### src/rtl/fifo_rd_stream_stage.sv
// Read-side output stage of the async FIFO: turns the rinc/rempty pop interface into a
// registered first-word-fall-through valid/ready stream through a 2-entry head/skid buffer.
module fifo_rd_stream_stage #(
   parameter int unsigned DATA_WIDTH = 8
) (
   input  logic                  r_clk,
   input  logic                  r_rst,
   input  logic                  rempty,
   input  logic [DATA_WIDTH-1:0] rdata,
   output logic                  rinc,
   input  logic                  flush,
   output logic                  m_valid,
   input  logic                  m_ready,
   output logic [DATA_WIDTH-1:0] m_data,
   output logic [1:0]            level
);

   typedef enum logic [1:0] {
      L0 = 2'd0,
      L1 = 2'd1,
      L2 = 2'd2
   } lvl_e;

   lvl_e                  state;
   lvl_e                  state_nxt;
   logic                  run;
   logic [DATA_WIDTH-1:0] head;
   logic [DATA_WIDTH-1:0] skid;
   logic [DATA_WIDTH-1:0] head_nxt;
   logic [DATA_WIDTH-1:0] skid_nxt;
   logic                  push;
   logic                  pop;

   // Pop decision looks only at local state, so m_ready never reaches rinc.
   assign rinc    = run & ~rempty & ~flush & (state != L2);
   assign push    = rinc;
   assign m_valid = (state != L0);
   assign pop     = m_valid & m_ready;
   assign m_data  = head;
   assign level   = state;

   always_ff @(posedge r_clk or negedge r_rst) begin
      if (!r_rst) begin
         state <= L0;
         run   <= 1'b0;
         head  <= '0;
         skid  <= '0;
      end else begin
         state <= state_nxt;
         run   <= 1'b1;
         head  <= head_nxt;
         skid  <= skid_nxt;
      end
   end

   // Flush only clears the level; head is left alone so m_data keeps its last value.
   always_comb begin
      state_nxt = state;
      head_nxt  = head;
      skid_nxt  = skid;
      if (flush) begin
         state_nxt = L0;
      end else begin
         case (state)
            L0: begin
               if (push) begin
                  head_nxt  = rdata;
                  state_nxt = L1;
               end
            end
            L1: begin
               if (push && !pop) begin
                  skid_nxt  = rdata;
                  state_nxt = L2;
               end else if (push && pop) begin
                  head_nxt  = rdata;
               end else if (pop) begin
                  state_nxt = L0;
               end
            end
            L2: begin
               if (pop) begin
                  head_nxt  = skid;
                  state_nxt = L1;
               end
            end
            default: state_nxt = L0;
         endcase
      end
   end

endmodule
### config.mk
export PLATFORM = sky130hd
export DESIGN_NAME = fifo_rd_stream_stage
export DESIGN_NICKNAME = d
export VERILOG_FILES = /design/src/rtl/fifo_rd_stream_stage.sv
export SDC_FILE = /design/constraint.sdc
export NUM_CORES = 1
export LEC_CHECK = 0
export ABC_CLOCK_PERIOD_IN_PS = 3500
export BUFFER_PORTS_ARGS = -buffer_cell sky130_fd_sc_hd__clkbuf_2
export CAP_MARGIN = 20
export CORE_MARGIN = 2
export CORE_UTILIZATION = 53
export DETAILED_ROUTE_END_ITERATION = 12
export PLACE_DENSITY_LB_ADDON = 0.1
export SYNTH_ARGS = -nofsm -noshare
export SYNTH_HDL_FRONTEND = slang
export SYNTH_SLANG_ARGS = --single-unit
### constraint.sdc
create_clock -name r_clk -period 3.5 [get_ports r_clk]
set_input_delay 0.35 -clock r_clk [delete_from_list [all_inputs] [get_ports r_clk]]
set_output_delay 0.35 -clock r_clk [all_outputs]
set_load 0.01 [all_outputs]
==> impl_metrics.csv <==
group,metric,value,unit
synth,syn_inst,72,
clocking,ctsResizeCount,0,
timing,finalCriticalPeriod,1780,ps
route,wire_per_inst,13.4,µm
timing,worst-slew-pin-transition,992,ps
timing,tns,0,ps
finish,final_nets,113,
hold_path,hold_path_class,"input pin to flip-flop",
finish,final_cell_area,0.00106,mm²
power_and_ir_drop,p_per_area,459,mW/mm²
critical_path,critPathKind,"flip-flop to output pin",
finish,n_antenna_cell,0,
synth,synth_top_flop_cell,"dfrtp_1",
synth,muxShareOfSynthArea,24.9,%
flow_run,maxCapViolations,0,
floorplanning,io_pins,25,
floorplanning,coreArea,0.00154,mm²
synth,synth_top_family_by_area,"multiplexers",
synth,syn-cell-area,893,µm²
global_route,grtUsageTotal,18.9,%
clocking,clock-sinks,19,
synth,synth_adder_area_share,0,%
timing,finalSetupViolCount,0,
finish,area_delta_synth_final,18.3,%
hold_path,holdPathStages,2,
placed_design,io_buffers,24,
critical_path,critPathLaunchType,"flip-flop",
route,drc,0,
outcome,status,"finished, final reports clean",
finish,post-route-util,68.6,%
floorplanning,die_x,45.1,µm
route,vias,607,
synth,synth_xor_area_share,0,%
global_route,antenna_found_initial,0,
floorplanning,die_height,45.1,µm
placed_design,gp_congestion,0.773,
global_route,grt_max_degree,20,
critical_path,endpoint_kind,"output pin",
clocking,cts_tree,"built",
timing,rsz0062_at_grt,"no",
timing,slew_violations,0,
synth,yosys-top-cells-count,"dfrtp_1, nand2_1, mux2_4, mux2i_1, o21ai_0",
critical_path,r2r_cells,3,
clocking,cts_setup_buffers,0,
timing,setup_slack,1720,ps
placed_design,placed_cell_area,0.00102,mm²
route,via_per_inst,5.28,
power_and_ir_drop,leakagePower,0.551,nW
route,ant_nets,0,
clocking,numCtsBuffers,3,
synth,ys_seq_elements,19,
synth,synth_fp_nets,85,
route,drtPass1Iterations,3,
clocking,clock_latency,290,ps
synth,ys_warn_count,0,
route,drt_iter0_drc,6,
critical_path,crit_fanout,10,
timing,period_share,51.0,%
floorplanning,die-area,0.00203,mm²
power_and_ir_drop,peakVddDrop,0.000287,V
timing,hold_viol_final,0,
global_route,grt_pass1_wl,2640,µm
synth,yosysMostFrequentCell,"dfrtp_1",
synth,synth-simple-area-share,12.6,%
synth,synth_top_area_share,53.2,%
synth,synth_edf_count,0,
floorplanning,row_count,14,
clocking,cts_buffer_depth,2,
floorplanning,initial_core_util,58.0,%
route,drt-total-wl,1540,µm
clocking,clk_pin_slew,100,ps
critical_path,critPathArrivalTime,1430,ps
critical_path,cp.required,3150,ps
synth,avgSynthCellArea,12.4,µm²
global_route,first_global_vias,581,
clocking,htreeDepth,1,
synth,ys_seq_area_share,53.2,%
global_route,grt.overflow.total,0,
timing,max-slew-margin-rel,33.9,%
synth,synth_area_leaders,"dfrtp_1, mux2_4, mux2i_1, nand2_1, o21ai_0",
synth,synth_compound_area_share,6.02,%
finish,drive_gt1_share,42.4,%
synth,synth_largest_area_cell,"dfrtp_1",
clocking,cts_root_buf,"clkbuf_4",
timing,fmax,561,MHz
placed_design,dp_slack,1660,ps
synth,async_flop_share,100,%
timing,clock-skew-final,5.98,ps
synth,synth_cell_types,22,
cells by family after synthesis:
logic type,after synthesis
AND/OR/NAND/NOR,20
multiplexers,18
AO/OA/AOI/OAI,10
other,1
flip-flops,19
buffers and inverters,4
where the power goes:
group	internal, mW	switching (mW)
combinational	0.0558	0.0436
clock	0.0425	0.0645
sequential	0.256	0.0222
total	0.355	0.130
cell type report:
| cell class | count | area [µm²] |
|---|---|---|
| Tap cell | 16 | 20.0 |
| Timing Repair Buffer | 26 | 138 |
| Clock buffer | 3 | 22.5 |
| Sequential cell | 19 | 475 |
| Multi-Input combinational cell | 49 | 393 |
| Fill cell | 135 | 484 |
| Clock inverter | 1 | 5.00 |
| Inverter | 1 | 3.75 |
through the flow:
stage / hold slack (ps) / power, mW / cells
finish: 282 / 0.485 / 115
global route: 272 / 0.519 / 115
CTS: 273 / 0.494 / 115
detailed placement: 320 / 0.383 / 110
global placement: 324 / 0.378 / 110
floorplan: 54.4 / 0.339 / 72
timing repair:
item	4_1_cts	5_1_grt
endpoints found under the hold margin	19	0
hold buffers	1	0
setup endpoints to repair	0	0
layer usage:
layer	global-route usage (%)	part of all wire [%]	vias up
met3	4.80	4.4	4
met1	26.1	49	286
li1	-	-	302
met5	0	0	-
met2	28.0	45	15
met4	8.82	1.2	0
path summary, 6_finish.rpt:
check | slack [ps] | from | to
max | 1720 | level[1] | rinc
min | 280 | flush | level[0]
max reg2reg | 1730 | level[1] | m_data[0]
min reg2reg | 490 | m_data[2] | m_data[2]
max in group asynchronous | 2650 | r_rst | level[0]
min in group asynchronous | 530 | r_rst | m_data[5]
critical path, stage by stage (launching register included):
cell	delay (ps)
dfrtp_1	470
nor2b_1	160
buf_4	190
nor3_1	170
clkbuf_2	150
registers in the layout (all words and copies together), names as in the netlist:
register / count
run: 1
skid: 8
m_data: 8
level: 2
placed cells by master, fill, tap and decap left out:
cell,instances
nor4b_1,1
clkbuf_2,24
clkinv_2,1
a21oi_1,1
dlygate4sd3_1,1
inv_1,1
mux2i_1,8
clkbuf_4,3
dfrtp_1,19
o21ai_0,6
nand2b_1,1
mux2_2,2
or4_4,1
o22a_1,1
nor4bb_1,1
nand2b_4,1
buf_4,1
o21ai_1,2
nor3_1,1
conb_1,1
mux2_4,8
or2_2,1
nand2_1,10
nor2_1,2
nor2b_1,1
Note: power is estimated with default switching activity, not from simulation.
